**config.mk**
```make
export PLATFORM = sky130hd
export DESIGN_NAME = hazard_ctrl_unit
export DESIGN_NICKNAME = d
export VERILOG_FILES = /design/src/rtl/riscv_pkg.sv /design/src/rtl/hazard_ctrl_unit_sat_counter.sv /design/src/rtl/hazard_ctrl_unit.sv
export SDC_FILE = /design/constraint.sdc
export NUM_CORES = 1
export LEC_CHECK = 0
export ABC_AREA = 1
export CAP_MARGIN = 25
export CORE_MARGIN = 3
export CORE_UTILIZATION = 32
export CTS_BUF_LIST = sky130_fd_sc_hd__clkbuf_4
export DETAILED_ROUTE_END_ITERATION = 8
export GPL_ROUTABILITY_DRIVEN = 0
export SLEW_MARGIN = 20
export SYNTH_ARGS = -nofsm -noshare
export SYNTH_HDL_FRONTEND = slang
export SYNTH_SLANG_ARGS = --single-unit
```
**constraint.sdc**
```tcl
create_clock -name i_clk -period 2.6 [get_ports i_clk]
set_input_delay 0.26 -clock i_clk [delete_from_list [all_inputs] [get_ports i_clk]]
set_output_delay 0.26 -clock i_clk [all_outputs]
set_load 0.05 [all_outputs]
```
**src/rtl/riscv_pkg.sv**
```systemverilog
// Shared definitions for the RV32I pipeline control slice.
// Holds the register-index width default, the hazard controller state
// type and the architectural zero-register index.
package riscv_pkg;

  localparam int unsigned NB_OPERAND_DEF = 5;

  // x0 is hard-wired to zero and can never carry a data dependency.
  localparam logic [NB_OPERAND_DEF-1:0] REG_ZERO = '0;

  typedef enum logic [1:0] {
    IDLE,
    LOAD_STALL,
    FLUSH
  } hazard_state_t;

endpackage

```
**src/rtl/hazard_ctrl_unit_sat_counter.sv**
```systemverilog
// sat_counter: saturating up-counter used for pipeline performance stats.
// Ports:
//   i_clk  - clock
//   i_rst  - asynchronous active-high reset, clears the count
//   i_en   - count one event this cycle
//   o_cnt  - current count; sticks at all-ones instead of wrapping
module sat_counter #(
  parameter int unsigned NB_CNT = 32
) (
  input  logic              i_clk,
  input  logic              i_rst,
  input  logic              i_en,
  output logic [NB_CNT-1:0] o_cnt
);

  always_ff @(posedge i_clk or posedge i_rst) begin
    if (i_rst) begin
      o_cnt <= '0;
    end else if (i_en && (o_cnt != '1)) begin
      o_cnt <= o_cnt + NB_CNT'(1);
    end
  end

endmodule

```
**src/rtl/hazard_ctrl_unit.sv**
```systemverilog
// hazard_ctrl_unit: pipeline hazard controller for the RV32I core.
// Detects load-use and taken-branch hazards and drives the IF/ID/EX
// stall, flush and bubble controls. Supports multi-cycle load latency,
// multi-cycle fetch flush and a data-memory wait freeze.
// Ports:
//   i_clk, i_rst                  - clock, asynchronous active-high reset
//   i_ex_is_load, i_ex_rd         - EX-stage load flag and destination
//   i_id_rs1/rs2, i_id_uses_rs1/2 - ID-stage sources and their use flags
//   i_branch_taken                - EX branch/jump resolved taken
//   i_dmem_ready                  - low freezes the whole pipeline
//   o_stall_if, o_stall_id        - hold PC/IF-ID and ID/EX source fields
//   o_bubble_ex                   - insert NOP into ID/EX
//   o_flush_if, o_flush_id        - squash IF/ID and ID/EX
//   o_freeze                      - hold all pipeline registers
//   o_load_hazard, o_branch_hazard- hazard status for this cycle
//   o_load_stall_cnt, o_flush_cnt - saturating performance counters
module hazard_ctrl_unit
  import riscv_pkg::*;
#(
  parameter int unsigned NB_OPERAND   = NB_OPERAND_DEF,
  parameter int unsigned LOAD_LATENCY = 1,
  parameter int unsigned FLUSH_DEPTH  = 1,
  parameter int unsigned NB_CNT       = 32
) (
  input  logic                  i_clk,
  input  logic                  i_rst,
  input  logic                  i_ex_is_load,
  input  logic [NB_OPERAND-1:0] i_ex_rd,
  input  logic [NB_OPERAND-1:0] i_id_rs1,
  input  logic [NB_OPERAND-1:0] i_id_rs2,
  input  logic                  i_id_uses_rs1,
  input  logic                  i_id_uses_rs2,
  input  logic                  i_branch_taken,
  input  logic                  i_dmem_ready,
  output logic                  o_stall_if,
  output logic                  o_stall_id,
  output logic                  o_bubble_ex,
  output logic                  o_flush_if,
  output logic                  o_flush_id,
  output logic                  o_freeze,
  output logic                  o_load_hazard,
  output logic                  o_branch_hazard,
  output logic [NB_CNT-1:0]     o_load_stall_cnt,
  output logic [NB_CNT-1:0]     o_flush_cnt
);

  localparam int unsigned CNT_MAX = (LOAD_LATENCY > FLUSH_DEPTH) ? LOAD_LATENCY : FLUSH_DEPTH;
  localparam int unsigned NB_DCNT = $clog2(CNT_MAX + 1);

  localparam logic [NB_DCNT-1:0] LOAD_RELOAD  = NB_DCNT'(LOAD_LATENCY - 1);
  localparam logic [NB_DCNT-1:0] FLUSH_RELOAD = NB_DCNT'(FLUSH_DEPTH - 1);
  localparam logic [NB_DCNT-1:0] DCNT_ONE     = NB_DCNT'(1);

  hazard_state_t       state, state_n;
  logic [NB_DCNT-1:0]  cnt, cnt_n;
  logic                load_hit;
  logic                inc_load, inc_flush;

  assign load_hit = i_ex_is_load && (i_ex_rd != NB_OPERAND'(REG_ZERO)) &&
                    ((i_id_uses_rs1 && (i_ex_rd == i_id_rs1)) ||
                     (i_id_uses_rs2 && (i_ex_rd == i_id_rs2)));

  // Controls are decoded combinationally from the inputs and the registered
  // state so a hazard is acted on in the same cycle it is seen. Priority is
  // reset > freeze > branch > load; a branch taken in any state restarts the
  // flush sequence and discards any remaining load bubbles.
  always_comb begin
    o_stall_if      = 1'b0;
    o_stall_id      = 1'b0;
    o_bubble_ex     = 1'b0;
    o_flush_if      = 1'b0;
    o_flush_id      = 1'b0;
    o_freeze        = 1'b0;
    o_load_hazard   = 1'b0;
    o_branch_hazard = 1'b0;
    inc_load        = 1'b0;
    inc_flush       = 1'b0;
    state_n         = state;
    cnt_n           = cnt;

    if (i_rst) begin
      state_n = IDLE;
      cnt_n   = '0;
    end else if (!i_dmem_ready) begin
      o_freeze = 1'b1;
    end else if (i_branch_taken) begin
      o_flush_if      = 1'b1;
      o_flush_id      = 1'b1;
      o_branch_hazard = 1'b1;
      inc_flush       = 1'b1;
      if (FLUSH_DEPTH > 1) begin
        state_n = FLUSH;
        cnt_n   = FLUSH_RELOAD;
      end else begin
        state_n = IDLE;
        cnt_n   = '0;
      end
    end else begin
      unique case (state)
        IDLE: begin
          if (load_hit) begin
            o_stall_if    = 1'b1;
            o_stall_id    = 1'b1;
            o_bubble_ex   = 1'b1;
            o_load_hazard = 1'b1;
            inc_load      = 1'b1;
            if (LOAD_LATENCY > 1) begin
              state_n = LOAD_STALL;
              cnt_n   = LOAD_RELOAD;
            end
          end
        end
        LOAD_STALL: begin
          o_stall_if    = 1'b1;
          o_stall_id    = 1'b1;
          o_bubble_ex   = 1'b1;
          o_load_hazard = 1'b1;
          inc_load      = 1'b1;
          if (cnt == DCNT_ONE) begin
            state_n = IDLE;
            cnt_n   = '0;
          end else begin
            cnt_n = cnt - DCNT_ONE;
          end
        end
        FLUSH: begin
          o_flush_if      = 1'b1;
          o_branch_hazard = 1'b1;
          if (cnt == DCNT_ONE) begin
            state_n = IDLE;
            cnt_n   = '0;
          end else begin
            cnt_n = cnt - DCNT_ONE;
          end
        end
        default: begin
          state_n = IDLE;
          cnt_n   = '0;
        end
      endcase
    end
  end

  always_ff @(posedge i_clk or posedge i_rst) begin
    if (i_rst) begin
      state <= IDLE;
      cnt   <= '0;
    end else begin
      state <= state_n;
      cnt   <= cnt_n;
    end
  end

  sat_counter #(
    .NB_CNT (NB_CNT)
  ) u_load_stall_cnt (
    .i_clk (i_clk),
    .i_rst (i_rst),
    .i_en  (inc_load),
    .o_cnt (o_load_stall_cnt)
  );

  sat_counter #(
    .NB_CNT (NB_CNT)
  ) u_flush_cnt (
    .i_clk (i_clk),
    .i_rst (i_rst),
    .i_en  (inc_flush),
    .o_cnt (o_flush_cnt)
  );

endmodule
```
==> impl_summary.md <==
Clocking
The clock passes through at most 2 buffers. The number of CTS-inserted buffers is 9. The cell at the root of the clock tree is sky130_fd_sc_hd__clkbuf_4. The clock-pin slew of the registers on the worst-case setup and hold paths is 0.11 ns.

The clock net in this run drives a total of 64 sinks. Gates resized during post-CTS repair numbered 0. TritonCTS built the clock tree. Once the clock tree was built, the setup fixing pass inserted 0 buffers. Buffers inserted to repair hold after CTS numbered 0. The H-tree was split into 3 levels. The clock latency of the later-clocked register in the worst-skew pair is 0.44 ns.

Setup path
The worst setup path is launched from an input port. The worst-path cell with the longest stage delay is sky130_fd_sc_hd__clkdlybuf4s50_1. The largest fanout of any net on the critical path is 17. The type of the worst setup path is in2out. The total buffers and inverters traversed by the critical path is 5. By instance count, the cell type seen most on the critical path is sky130_fd_sc_hd__nand2_1.

The worst setup slack for register-to-register paths is 0.47 ns. For this run, the slowest stage of the critical path takes 0.56 ns. The kind of cell with the highest combined delay along the critical path is buffers and inverters. The signal on the critical path passes through clkdlybuf4s50_1 -> inv_2 -> nand2_1 -> nand2_1 -> nor2_1 -> nand3_1 -> nand2_2 -> nand2_4 -> inv_1 -> buf_4 -> buf_12. Data on the critical path is required at its endpoint by 2.34 ns.

The number of cells traversed by the worst register-to-register path is 10. The critical register-to-register path endpoint is u_flush_cnt.o_cnt[15]. The critical path capture point type is an output port.

In this run the critical register-to-register path is launched from u_flush_cnt.o_cnt[0]. Data arrives at the worst endpoint at 1.93 ns.

Cells and area
Compared with the post-synthesis result, the final layout area differs by 29.50%. In the final layout, the share of cells above drive strength 1 is 8.611%. The net total in the final layout is 739. The count of filler cells inserted in the layout is 1328. Summing all non-filler instances in the final layout gives an area of 5525 sq um. The antenna diode count is 0.

Timing
The upper clock frequency limit is 456.1 MHz. The final number of hold-violating endpoints is 0. Setup repair after global routing left no endpoint under its margin. The max-slew violation count came to 0. The smallest clock period supported by the final layout is computed as 2.192 ns.

Hold is met by 0.3259 ns. At the pin with the least slew margin, the transition time is 0.5309 ns. The worst path uses 84.32% of the clock period. Setup violations remaining at the end of the flow were counted as 0.

Across the routed clock network, the largest skew measured is 0.01358 ns. The setup total negative slack is 0 ns. The tightest slew margin relative to the limit is 64.56%.

Global route
After global routing the overflow that remains totals 0. The number of antenna violations at the first check in global routing is 0. The first global-routing pass estimated 19.03 mm of wire. Global routing consumed, over all layers together, 16.06% of the routing resources.

The via count of the first global-routing pass was 4031. Entering global routing, the biggest net connects 65 pins.

Synth
When the netlist entered floorplanning its net count stood at 646. For this run, the leading register cell type out of synthesis is sky130_fd_sc_hd__dfrtp_1. The leading area contributor after synthesis is sky130_fd_sc_hd__dfrtp_1.

In this run, synthesis inferred 0 flip-flops with an integrated enable. The most frequently used cell type in the post-synthesis netlist is sky130_fd_sc_hd__nand2_1. The synthesized flop and latch total is 64. Summing the areas of all xor and xnor instances in the mapped netlist gives 4.927% of the synthesized area. Yosys printed 0 warnings. The cell area after technology mapping is 4267 sq um.

The dominant combinational cell family by area after synthesis is simple AND/OR/NAND/NOR gates. The area share of the largest cell type after synthesis is 37.54%. Sequential cells were found to cover 37.54% of the synthesized design area. Ranked by total cell area, the synthesized netlist is headed by sky130_fd_sc_hd__dfrtp_1 (38%), sky130_fd_sc_hd__nand2_1 (20%), sky130_fd_sc_hd__inv_1 (7.0%).

The simple logic cell fraction of the synthesized area is 43.81%. The post-synthesis instance total is 622. The mean instance size in the synthesized netlist is 6.859 sq um. The portion of synthesized area spent on multiplexers is 0%. The post-synthesis share of cell area spent on full adders, half adders and majority gates is 0.5865%. The commonest cells after synthesis are sky130_fd_sc_hd__nand2_1 (223), sky130_fd_sc_hd__inv_1 (80), sky130_fd_sc_hd__nor2_1 (70). The post-synthesis compound-gate area fraction is 2.111%.

The async set-or-reset flop fraction in the synthesized netlist is 100.0%. The netlist uses 26 different library cells.

Floorplan
The die footprint is 14760 sq um. Once the floorplan was initialized, standard cells occupied 33.27% of the core. Measured along the y axis, the die boundary spans 121.5 microns.

In this run the standard cell core region covers 12820 sq um. The x dimension of the die is 121.5 microns. The number of core rows is 41. 94 I/O pins were placed.

Placed design
The HPWL after detailed placement is 8.474 mm. The placed cell area is 5390 sq um. Buffers placed on the I/O ports in this run total 93.

Power
Across the VDD grid, the largest voltage drop is 0.2799 mV. The power consumption is 0.002593 W. The power density of the placed cells is 469.4 nW/um^2. The cell leakage power is 2.516 nW.

Route
Wires add up to 11.21 mm. The number of remaining DRC errors is 0. The first TritonRoute pass finished after 4 iterations. The number of DRC violations after detailed-routing iteration 0 is 237. The vias per cell is 4.598.

Summing over every cut layer, the via total after detailed routing is 4101. After detailed routing, the average wire length per cell comes to 12.56 microns. The remaining antenna violation count is 0.

Flow run
The max-cap violation count is 0.

Worst hold path
The type of the most critical hold path is in2async.

Status
The run finished with clean final reports.
-- routing by layer --
layer	up-vias	global-route usage [%]	share of wire, %
met4	0	4.762	1.5
met5	-	0	0
met2	99	27.67	50
li1	2111	-	-
met3	14	4.429	4.5
met1	1877	19.54	44
-- state kept, by name (all words and copies together) (netlist names) --
| signal | cells |
|---|---|
| u_load_stall_cnt.o_cnt | 32 |
| u_flush_cnt.o_cnt | 32 |
-- metrics by stage --
step / setup WS [ns] / instances / utilization (%)
3_3_place_gp: 0.4404 / 876 / 42.03
6_report: 0.4077 / 892 / 43.08
3_5_place_dp: 0.4173 / 876 / 42.03
4_1_cts: 0.4213 / 892 / 43.08
2_1_floorplan: 0.5356 / 622 / -
5_1_grt: 0.2164 / 892 / 43.08
-- worst max path at each step --
stage	start	to	slack, ns	cells past startpoint
after floorplan	u_load_stall_cnt.o_cnt[0]	u_load_stall_cnt.o_cnt[0]	0.54	10
after CTS	i_ex_rd[4]	o_stall_id	0.42	11
after global routing	u_flush_cnt.o_cnt[0]	u_flush_cnt.o_cnt[15]	0.22	10
final	i_ex_rd[4]	o_stall_if	0.41	11
after global placement	i_dmem_ready	o_load_hazard	0.44	9
after detailed placement	i_ex_rd[4]	o_stall_id	0.42	11
-- logic make-up (layout without fill, tap and decap cells) --
family          Yosys count  in the layout
fa+ha+maj                 2              2
simple gates            410            410
flops                    64             64
xor+xnor                 24             24
compound gates           18             18
buf+inv                 104            202
-- worst min-delay path, stage by stage --
cell                              delay, ns
sky130_fd_sc_hd__clkdlybuf4s50_1       0.49
sky130_fd_sc_hd__inv_2                 0.10
sky130_fd_sc_hd__buf_12                0.32
-- cells in the final DEF (no fill, tap or decap), types with 5 or more instances in the layout --
cell	instances
sky130_fd_sc_hd__buf_12	8
sky130_fd_sc_hd__clkbuf_4	12
sky130_fd_sc_hd__clkdlybuf4s50_1	86
sky130_fd_sc_hd__dfrtp_1	64
sky130_fd_sc_hd__inv_1	79
sky130_fd_sc_hd__inv_2	9
sky130_fd_sc_hd__nand2_1	223
sky130_fd_sc_hd__nand3_1	35
sky130_fd_sc_hd__nand3b_1	17
sky130_fd_sc_hd__nand4_1	14
sky130_fd_sc_hd__nor2_1	70
sky130_fd_sc_hd__nor3_1	24
sky130_fd_sc_hd__nor3_2	5
sky130_fd_sc_hd__o21ai_0	5
sky130_fd_sc_hd__o21ai_1	13
sky130_fd_sc_hd__xnor2_1	7
sky130_fd_sc_hd__xor2_1	17
-- area by class of cell --
class	count	area, sq um	share of cell area, %
Clock buffer	12	90.09	1.630
Inverter	89	335.3	6.069
Clock inverter	4	45.04	0.8152
Tap cell	172	215.2	3.895
Sequential cell	64	1602	28.99
Timing Repair Buffer	97	1044	18.89
Multi-Input combinational cell	454	2195	39.72
-- where the power goes --
part	internal [W]	total (W)	leakage [nW]	switching, W
logic	0.000242	0.000716	1.61	0.000474
clock network	0.000321	0.000702	0.0811	0.000381
registers	0.00107	0.00117	0.830	0.000107
total	0.00163	0.00259	2.52	0.000962
Note: power is estimated with default switching activity, not from simulation.
